$ cat config.mk
export PLATFORM = sky130hd
export DESIGN_NAME = alu_issue_queue
export DESIGN_NICKNAME = d
export VERILOG_FILES = /design/src/rtl/alu_issue_queue.sv
export SDC_FILE = /design/constraint.sdc
export NUM_CORES = 1
export LEC_CHECK = 0
export ABC_AREA = 1
export ABC_CLOCK_PERIOD_IN_PS = 3600
export CORE_MARGIN = 8
export CORE_UTILIZATION = 44
export CTS_BUF_LIST = sky130_fd_sc_hd__clkbuf_4
export CTS_CLUSTER_DIAMETER = 120
export CTS_CLUSTER_SIZE = 40
export DETAILED_ROUTE_END_ITERATION = 12
export PLACE_DENSITY = 0.7
export SLEW_MARGIN = 10
export SYNTH_ARGS = -nofsm -noshare
export SYNTH_HDL_FRONTEND = slang
export SYNTH_SLANG_ARGS = --single-unit
$ cat constraint.sdc
create_clock -name clk -period 3.6 [get_ports clk]
set_input_delay 0.72 -clock clk [delete_from_list [all_inputs] [get_ports clk]]
set_output_delay 0.72 -clock clk [all_outputs]
set_load 0.02 [all_outputs]
$ cat src/rtl/alu_issue_queue.sv
// alu_issue_queue: buffers ALU commands, issues one per cycle, collects results in order
module alu_issue_queue #(
  parameter int CDEPTH = 4,
  parameter int RDEPTH = 8,
  parameter int TAGW = 4
) (
  input  logic            clk,
  input  logic            reset,
  input  logic            cmd_valid,
  output logic            cmd_ready,
  input  logic [15:0]     cmd_a,
  input  logic [15:0]     cmd_b,
  input  logic [1:0]      cmd_op,
  input  logic [TAGW-1:0] cmd_tag,
  output logic [15:0]     alu_a,
  output logic [15:0]     alu_b,
  output logic [1:0]      alu_op,
  input  logic [31:0]     alu_y,
  output logic            res_valid,
  input  logic            res_ready,
  output logic [31:0]     res_data,
  output logic [TAGW-1:0] res_tag,
  output logic            busy
);
  localparam int CAW = $clog2(CDEPTH);
  localparam int RAW = $clog2(RDEPTH);
  localparam int CW = 34 + TAGW;
  localparam int RW = 32 + TAGW;
  localparam logic [RAW+1:0] RLIM = (RAW+2)'(RDEPTH);
  logic [CW-1:0]   cmem [CDEPTH];
  logic [RW-1:0]   rmem [RDEPTH];
  logic [CAW:0]    cwp, crp;
  logic [RAW:0]    rwp, rrp, r_count;
  logic            cmd_empty, cmd_full, r_empty, r_full, push, issue, r_pop;
  logic            t0_v, t1_v, t2_v;
  logic [TAGW-1:0] t0_tag, t1_tag, t2_tag;
  logic [1:0]      inflight;
  logic [RAW+1:0]  occ;
  logic [CW-1:0]   head;
  // Occupancy, credit check and handshakes; the credit counts every result that could still land
  always_comb begin
    cmd_empty = cwp == crp;
    cmd_full = (cwp[CAW] != crp[CAW]) && (cwp[CAW-1:0] == crp[CAW-1:0]);
    r_count = rwp - rrp;
    r_empty = r_count == '0;
    r_full = r_count[RAW];
    inflight = {1'b0, t0_v} + {1'b0, t1_v} + {1'b0, t2_v};
    occ = {1'b0, r_count} + {{RAW{1'b0}}, inflight};
    issue = !cmd_empty && occ < RLIM;
    head = cmem[crp[CAW-1:0]];
    push = cmd_valid && !cmd_full;
    r_pop = !r_empty && res_ready;
  end
  assign cmd_ready = !cmd_full;
  assign res_valid = !r_empty;
  assign {res_tag, res_data} = rmem[rrp[RAW-1:0]];
  assign busy = !cmd_empty || t0_v || t1_v || t2_v || !r_empty;
  // FIFO storage; stale contents are harmless because pointers gate visibility
  always_ff @(posedge clk) begin
    if (push) cmem[cwp[CAW-1:0]] <= {cmd_tag, cmd_op, cmd_a, cmd_b};
    if (t2_v) rmem[rwp[RAW-1:0]] <= {t2_tag, alu_y};
  end
  // Pointers, operand registers and the tag pipeline that shadows the ALU latency
  always_ff @(posedge clk) begin
    if (reset) begin
      cwp <= '0;
      crp <= '0;
      rwp <= '0;
      rrp <= '0;
      alu_a <= '0;
      alu_b <= '0;
      alu_op <= '0;
      t0_v <= 1'b0;
      t1_v <= 1'b0;
      t2_v <= 1'b0;
      t0_tag <= '0;
      t1_tag <= '0;
      t2_tag <= '0;
    end else begin
      if (push) cwp <= cwp + (CAW+1)'(1);
      if (issue) begin
        crp <= crp + (CAW+1)'(1);
        alu_b <= head[15:0];
        alu_a <= head[31:16];
        alu_op <= head[33:32];
        t0_tag <= head[CW-1:34];
      end
      t0_v <= issue;
      t1_v <= t0_v;
      t2_v <= t1_v;
      t1_tag <= t0_tag;
      t2_tag <= t1_tag;
      if (t2_v) rwp <= rwp + (RAW+1)'(1);
      if (r_pop) rrp <= rrp + (RAW+1)'(1);
    end
  end
endmodule
* Word-level counts from Yosys, hierarchy flattened
Memory sizes are Yosys's and may differ from the RTL's. A register that Yosys moved wholly into a read port is not among the register bits.
Cells that the tools add are included.
** Cells by class
- $add $sub $neg :: 8
- Multipliers :: 0
- Div/mod/pow operators :: 0
- Order comparisons :: 1
- Equality and inequality tests :: 3
- Shifts and indexed selects :: 0
- Muxes and demuxes :: 6
- Bitwise operators :: 0
- Reductions and logical operators :: 12
** Operators with widths (count)
- 4-bit by 1-bit adder with 4-bit output (second input constant) :: 2
- 3-bit by 1-bit adder with 3-bit output (second input constant) :: 2
- 3-bit 2-to-1 mux :: 2
- 4-bit by 2-bit adder with 5-bit output :: 1
- 5-bit by 4-bit < comparator with 1-bit output (second input constant) :: 1
- 1-bit logical AND :: 4
- 4-bit zero test :: 1
- 1-bit logical OR :: 4
- 1-bit 2-to-1 mux :: 4
- 4-bit subtractor :: 1
- 3-bit equality test :: 1
- 1-bit zero test :: 3
- 1-bit by 1-bit adder with 2-bit output :: 1
- 2-bit by 1-bit adder with 2-bit output :: 1
- 2-bit equality test :: 1
- 1-bit != test :: 1
** Storage, ports and cells
- Register bits :: 25
- Bits in latches :: 0
- RAM bits :: 440
- Memory bits (read-only) :: 0
- Bits of input ports :: 74
- Output and inout bits :: 73
- Word-level logic and storage cells :: 41
- Memories :: 2
** Memories
- rmem :: depth 8, width 36, read ports 1, clocked after memory_dff 1, wr ports 1, RTL line 31 : logic [RW-1:0] rmem [RDEPTH];
- cmem :: depth 4, width 38, read ports 1, clocked after memory_dff 1, wr ports 1, RTL line 30 : logic [CW-1:0] cmem [CDEPTH];

* Longest topological paths before layout
Gate-level depths: netlist (run 1).
- Depth in word-level cells :: 6
- Gate-level depth with buffers :: 14
- Gate-level depth less buffers :: 13

* Worst setup path before layout (run 1)
OpenSTA, ideal clock, no wires.
- Path type :: register -> register
- Start point :: register crp[0]
- End point :: memory cmem[0][0] (netlist bit) (enable)
- Setup time :: 0.433 ns
- Arrival :: 2.660 ns
- Data required time :: 3.167 ns
- Setup slack :: 0.506 ns
- Stages on the path, launching flop included :: 6
- Path buffers :: 1
- Period minus slack after synthesis :: 3.094 ns
- Path through :: dfxtp_1 -> buf_4 -> xnor2_2 -> nand3b_1 -> nand2_1 -> nor2_1
** On the way
- Word-level cells in the longest chain between the ends :: 6
** RTL lines
- start: declaration :: RTL line 32 : logic [CAW:0] cwp, crp;
- start signal: assignment :: RTL line 82 : crp <= crp + (CAW+1)'(1);
- 2-bit equality test :: RTL line 43 : cmd_full = (cwp[CAW] != crp[CAW]) && (cwp[CAW-1:0] == crp[CAW-1:0]);
- 1-bit logical AND :: RTL line 43
- 1-bit zero test
- via cmd_ready :: RTL line 10 : output logic cmd_ready,
- 1-bit logical AND :: RTL line 51 : push = cmd_valid && !cmd_full;
- 1-bit 2-to-1 mux :: RTL line 60 : if (push) cmem[cwp[CAW-1:0]] <= {cmd_tag, cmd_op, cmd_a, cmd_b};
- 1-bit 2-to-1 mux (implied by the code) :: RTL line 60
- end: declaration :: RTL line 30
The timed path passes the listed nets, and every way through them passes these cells.

==> impl_metrics.ini, run 1 <==
[drt]
first_pass_iters = 5
drt_iter0_drc = 989
antenna_left = 0
drc = 0
post_drt_via_cell_ratio = 5.22
wire_per_inst_um = 18.3
vias = 12304
routed_wl_um = 43100

[critical_path]
r2r_slack_ns = 0.98
critical_path_class = reg -> out
cpMaxStageDelayCell = clkdlybuf4s50_1
path_max_fanout = 25
r2r-end = alu_a[15]
cp_top_family = buffers and inverters
cpMostUsedCell = nand2_1
critPathLaunchType = flip-flop
cp_data_arrival_time_ns = 2.70
reg2reg_depth = 14
cpPeakStageDelay_ns = 0.60
critPathBufInv = 3
path_cells = inv_6, buf_16, nor2_1, o32ai_1, nand2_1, nand2_1, clkdlybuf4s50_1
cp-end-kind = output port
required_ns = 2.88
reg2reg_from = rwp[0]

[sta]
fin_tns_setup_ns = 0
period_share_pct = 95.0
timing.final.ws_setup_ns = 0.179
period_needed_ns = 3.42
final-hold-violation-count = 0
slew_headroom_pct = 41.5
slew_violations = 0
setup-violations-final = 0
worst_pin_slew_ns = 0.877
max_freq_mhz = 292
fin_worst_skew_ns = 0.0309

[worst_hold_path]
hold_depth = 2
worstHoldPathType = reg -> reg
hold-path-endpoint = t2_tag[0]
worstHoldStart = t1_tag[0]

[clock_network]
cts_root_buf = clkbuf_4
numCtsBuffers = 16
clockBufferDepth = 3
cts_sinks = 506
worstSkewPairLatency_ns = 0.80
htree_levels = 1
clk_pin_slew_ns = 0.36
hold_buffers = 0
cts_tree = done

[yosys]
ys.flop_type = edfxtp_1
syn-mean-instance-area_sq_um = 12.1
yosysSeqAreaShare_pct = 73.5
yosysUniqueCellTypes = 31
yosysWarnings = 0
synth_edf_count = 440
syn-cell-area_sq_um = 19800
synth_seq_cells = 506
syn-num-nets = 1721
synthArstFlopShare_pct = 0
synthCells = 1634

[final_layout]
final-instance-count-excl-fill = 2356
nFillCells = 3883
final_common_cell = nor2_1
register_area_sq_um = 14500
syn_to_final_growth_pct = 12.9
final_cell_mix = nor2_1, edfxtp_1, nand2_1
multiInputGateArea_sq_um = 4610
layout.nets = 1836
layout-drive-gt1-share_pct = 5.80

[global_route]
grt_pass1_vias = 12278
busiest_layer = met2
overflow = 0
grt_pass1_wl_um = 67600
grt_max_degree = 80
track_usage_pct = 15.8
met2_usage_pct = 28.1
grt.met1_usage_pct = 19.9
grt_use_met3_pct = 3.05
antenna_found_initial = 7

[placed_design]
gp_congestion = 0.759
place_ws_ns = 0.612
dp_hpwl_um = 24000
portBuffers = 146
post-place-cells = 2309

[status]
status = completed

[die]
dieArea_sq_um = 52000
coreArea_sq_um = 44300
fp.dieW_um = 228
num_rows = 77
die_h_um = 228
start_util_pct = 44.6
ios = 147

[power]
power.leakage_uw = 0.00788
power_density_nw_per_um2 = 617
ir_worst_vdd_mv = 0.447

[job]
cap_violations = 0
-- where the power goes --
part / total [uW] / switching, uW / internal (uW)
combinational: 4880 / 3070 / 1810
sequential: 7020 / 223 / 6800
clock: 1880 / 1540 / 347
total: 13800 / 4830 / 8950
-- per-layer routing --
| metal | vias to the layer above | part of all wire (%) | wire length, um |
|---|---|---|---|
| met5 | - | 0.13 | 56 |
| met1 | 6038 | 43 | 18600 |
| met2 | 295 | 49 | 21100 |
| li1 | 5905 | - | - |
| met3 | 58 | 5.8 | 2480 |
| met4 | 8 | 1.8 | 783 |
-- cells in the mapped netlist, types with 8 or more instances --
| master | number | area [sq um] |
|---|---|---|
| buf_1 | 8 | 30.0 |
| o21ai_0 | 118 | 591 |
| inv_1 | 68 | 255 |
| clkbuf_1 | 41 | 154 |
| o31ai_1 | 34 | 255 |
| dfxtp_1 | 66 | 1320 |
| ha_1 | 11 | 138 |
| nand3_1 | 10 | 50.1 |
| nor2_1 | 468 | 1760 |
| buf_4 | 8 | 60.1 |
| a21oi_1 | 11 | 55.1 |
| nand2_1 | 214 | 803 |
| buf_2 | 29 | 145 |
| o32ai_1 | 72 | 631 |
| edfxtp_1 | 440 | 13200 |
-- cell type report --
cell class	instances	area share, %
repair buffers	190	8.68
diodes	5	0.0560
clock buffers	27	0.907
flip-flops and latches	506	65.1
multi-input cells	964	20.6
clock inverters	1	0.0728
inverters	71	1.22
well taps	592	3.32
-- worst reg2reg max path, cell delays in order (launching register included) --
cell     delay (ns)
dfxtp_2        0.43
inv_1          0.07
ha_1           0.19
inv_1          0.08
fa_1           0.43
ha_1           0.29
nand2_1        0.06
nor2_1         0.05
o21ai_2        0.19
nand2_2        0.12
nor2_8         0.10
buf_12         0.30
nand2_1        0.12
nand2_1        0.12
nor2_1         0.05
-- stage by stage --
step | power (uW) | area, sq um | utilization (%) | hold slack [ns]
finish | 13800 | 22300 | 50.4 | 0.422
global route | 14600 | 22300 | 50.4 | 0.408
CTS | 13900 | 22300 | 50.3 | 0.390
detailed placement | 12000 | 21900 | 49.4 | 0.397
global placement | 11900 | 21900 | 49.4 | 0.400
floorplan | 10400 | 19800 | - | 0.388
-- timing repair --
action,in CTS,in global routing
buffers inserted,9,2
hold endpoints to repair,0,0
gates cloned,2,1
gates resized for setup,43,14
setup endpoints to repair,36,8
-- cells by family (layout without fill, tap and decap cells) --
kind of cell             after synthesis  count (layout)  share of synthesized area (%)
buffers and inverters                164             289                           3.71
AND/OR/NAND/NOR                      703             703                           13.6
AO/OA/AOI/OAI                        241             241                           7.96
other                                  0               5                              0
adder cells (fa/ha/maj)               13              13                          0.898
XOR/XNOR                               7               7                          0.348
flip-flops                           506             506                           73.5
-- worst max-delay path by stage --
stage,from,end,slack [ns],cells after the start
floorplan,crp[0],cmem[0][0],0.51,5
global placement,flip-flop,res_data[5],0.65,6
detailed placement,flip-flop,res_data[5],0.61,6
CTS,flip-flop,res_tag[0],0.01,7
global route,flip-flop,res_data[30],-0.004,8
finish,flip-flop,res_data[4],0.18,7
-- flip-flops by register name, indices dropped and copies added (netlist names), named ones only --
register / flops
rmem: 288
t0_tag: 4
t2_v: 1
t1_tag: 4
t0_v: 1
t2_tag: 4
alu_a: 16
t1_v: 1
crp: 3
alu_op: 2
rwp: 4
alu_b: 16
rrp: 4
cmem: 152
cwp: 3
Note: power is estimated with default switching activity, not from simulation.
==> inputs of run 2 (changes only) <==
--- a/config.mk
+++ b/config.mk
@@ -9,11 +9,10 @@
 export ABC_CLOCK_PERIOD_IN_PS = 3600
 export CORE_MARGIN = 8
 export CORE_UTILIZATION = 44
-export CTS_BUF_LIST = sky130_fd_sc_hd__clkbuf_4
+export CTS_BUF_LIST = sky130_fd_sc_hd__clkbuf_4 sky130_fd_sc_hd__clkbuf_8
 export CTS_CLUSTER_DIAMETER = 120
 export CTS_CLUSTER_SIZE = 40
 export DETAILED_ROUTE_END_ITERATION = 12
-export PLACE_DENSITY = 0.7
 export SLEW_MARGIN = 10
 export SYNTH_ARGS = -nofsm -noshare
 export SYNTH_HDL_FRONTEND = slang
==> run 2 against run 1 <==
Compared with the run above: critical path depth stayed put; global-route usage is 0.10 points lower; combinational power hardly changed; non-clock buffer count is 4 lower; first-iteration DRC count is 23% lower; critical endpoint is now res_tag[3]; worst setup slack better by 0.014 ns; sequential share of layout area is 0.15 points lower.
==> impl_metrics.ini, run 2 (synthesis gave the netlist of run 1 again) <==
[critical_path]
cp-end-kind = output port
cpMaxStageDelayCell = clkdlybuf4s50_1
path_max_fanout = 58
reg2reg_from = rwp[0]
cpMostUsedCell = nand2_1
r2r-end = alu_b[7]
critPathBufInv = 3
cpPeakStageDelay_ns = 0.63
critPathLaunchType = flip-flop
required_ns = 2.88
path_cells = inv_4, buf_12, nor2_1, o32ai_1, nand2_1, nand2_1, clkdlybuf4s50_1
cp_data_arrival_time_ns = 2.69
r2r_slack_ns = 0.81
worstSetupPathDepth = 7
crit_end = res_tag[3]
cp_top_family = buffers and inverters
reg2reg_depth = 14
critical_path_class = reg -> out

[power]
switching_share_pct = 34.4
ir_worst_vdd_mv = 0.586
p_sw_uw = 4840
clockPowerShare_pct = 15.2
combPwrFrac_pct = 34.9
seqPwrFrac_pct = 49.9
power.leakage_uw = 0.00778
internal-power_uw = 9220
total_power_uw = 14100
power_density_nw_per_um2 = 628

[global_route]
overflow = 0
grt_pass1_vias = 11903
track_usage_pct = 15.7
grt_max_degree = 80
grt_pass1_wl_um = 66600
antenna_found_initial = 5

[drt]
wire_per_inst_um = 18.3
drc = 0
post_drt_via_cell_ratio = 5.15
vias = 12107
first_pass_iters = 4
drt_iter0_drc = 762
antenna_left = 0
routed_wl_um = 42900

[die]
fp.dieW_um = 228
ios = 147
dieArea_sq_um = 52000
num_rows = 77
coreArea_sq_um = 44300
die_h_um = 228
start_util_pct = 44.6

[sta]
fin_worst_skew_ns = 0.0409
timing.final.ws_setup_ns = 0.193
rsz0062_at_grt = true
final-hold-violation-count = 0
period_needed_ns = 3.41
max_freq_mhz = 293
slew_violations = 0
period_share_pct = 94.6
worst_pin_slew_ns = 0.885
setup-violations-final = 0
slew_headroom_pct = 41.0

[final_layout]
largest_register_ffs = 288
register_area_sq_um = 14500
final_cell_mix = nor2_1, edfxtp_1, nand2_1
layout.nets = 1832
nFillCells = 3868
fin_util_pct = 50.5
syn_to_final_growth_pct = 13.2
final_common_cell = nor2_1
layout-drive-gt1-share_pct = 5.36
multiInputGateArea_sq_um = 4610

[clock_network]
cts_root_buf = clkbuf_8
htree_levels = 1
hold_buffers = 0
cts_tree = done
cts_sinks = 506
clockBufferDepth = 3
numCtsBuffers = 16
worstSkewPairLatency_ns = 0.63
clk_pin_slew_ns = 0.23

[placed_design]
dp_hpwl_um = 23900
gp_congestion = 0.724
place_ws_ns = 0.548
portBuffers = 146

[status]
status = completed

[worst_hold_path]
worstHoldPathType = reg -> reg

[job]
cap_violations = 0
## run 2: worst register-to-register path: cells and delay by family, from the launching register on
kind | cells | cell delay, ns
buf+inv | 3 | 0.48
compound gates | 1 | 0.20
simple gates | 7 | 0.68
fa+ha+maj | 3 | 0.94
flops | 1 | 0.41
## run 2: worst min-delay path by stage
stage               startpoint   endpoint  slack, ns  cells past startpoint
floorplan            t1_tag[0]  t2_tag[0]       0.39                      2
global placement     t1_tag[3]  t2_tag[3]       0.40                      2
detailed placement   t1_tag[0]  t2_tag[0]       0.40                      2
CTS                  t1_tag[0]  t2_tag[0]       0.43                      2
global route         t1_tag[0]  t2_tag[0]       0.46                      2
finish               t1_tag[0]  t2_tag[0]       0.43                      2
## run 2: routing by layer
| layer | wire (um) | vias up | GRT usage [%] |
|---|---|---|---|
| met5 | 49 | - | 0 |
| met4 | 517 | 8 | 2.45 |
| met3 | 2070 | 37 | 3.16 |
| met2 | 21500 | 216 | 28.0 |
| met1 | 18800 | 5961 | 19.9 |
| li1 | - | 5885 | - |
## run 2: final cells by class
class / count / area share, %
Sequential cell: 506 / 65.0
Multi-Input combinational cell: 964 / 20.6
Timing Repair Buffer: 186 / 8.48
Tap cell: 592 / 3.31
Clock buffer: 27 / 1.38
Inverter: 71 / 1.20
Clock inverter: 1 / 0.0726
Antenna cell: 2 / 0.0224
## run 2: repair_timing
action                                  CTS  global route
endpoints found under the setup margin   31             8
resized for setup                         2             3
setup buffers                             3             3
## run 2: power by group through the flow
stage,logic [uW],clock network (uW),registers [uW]
floorplan,3060,0,7300
detailed placement,4850,0,7210
finish,4910,2140,7010
global placement,4800,0,7200
CTS,4980,2230,7040
global route,5470,2400,7070
## run 2: metrics by stage
step / setup TNS (ns) / hold WS, ns / instance area [sq um] / instances
after floorplan: 0 / 0.388 / 19800 / 1634
after global placement: 0 / 0.399 / 22000 / 2313
after detailed placement: 0 / 0.404 / 22000 / 2313
after CTS: 0 / 0.430 / 22400 / 2344
after global routing: -0.0528 / 0.460 / 22400 / 2348
final: 0 / 0.427 / 22400 / 2349
==> inputs of run 3 (changes only) <==
--- a/config.mk
+++ b/config.mk
@@ -6,7 +6,6 @@
 export NUM_CORES = 1
 export LEC_CHECK = 0
 export ABC_AREA = 1
-export ABC_CLOCK_PERIOD_IN_PS = 3600
 export CORE_MARGIN = 8
 export CORE_UTILIZATION = 44
 export CTS_BUF_LIST = sky130_fd_sc_hd__clkbuf_4 sky130_fd_sc_hd__clkbuf_8
==> results of run 3 <==
The final DEF is identical to that of run 2; final timing and power are the same.
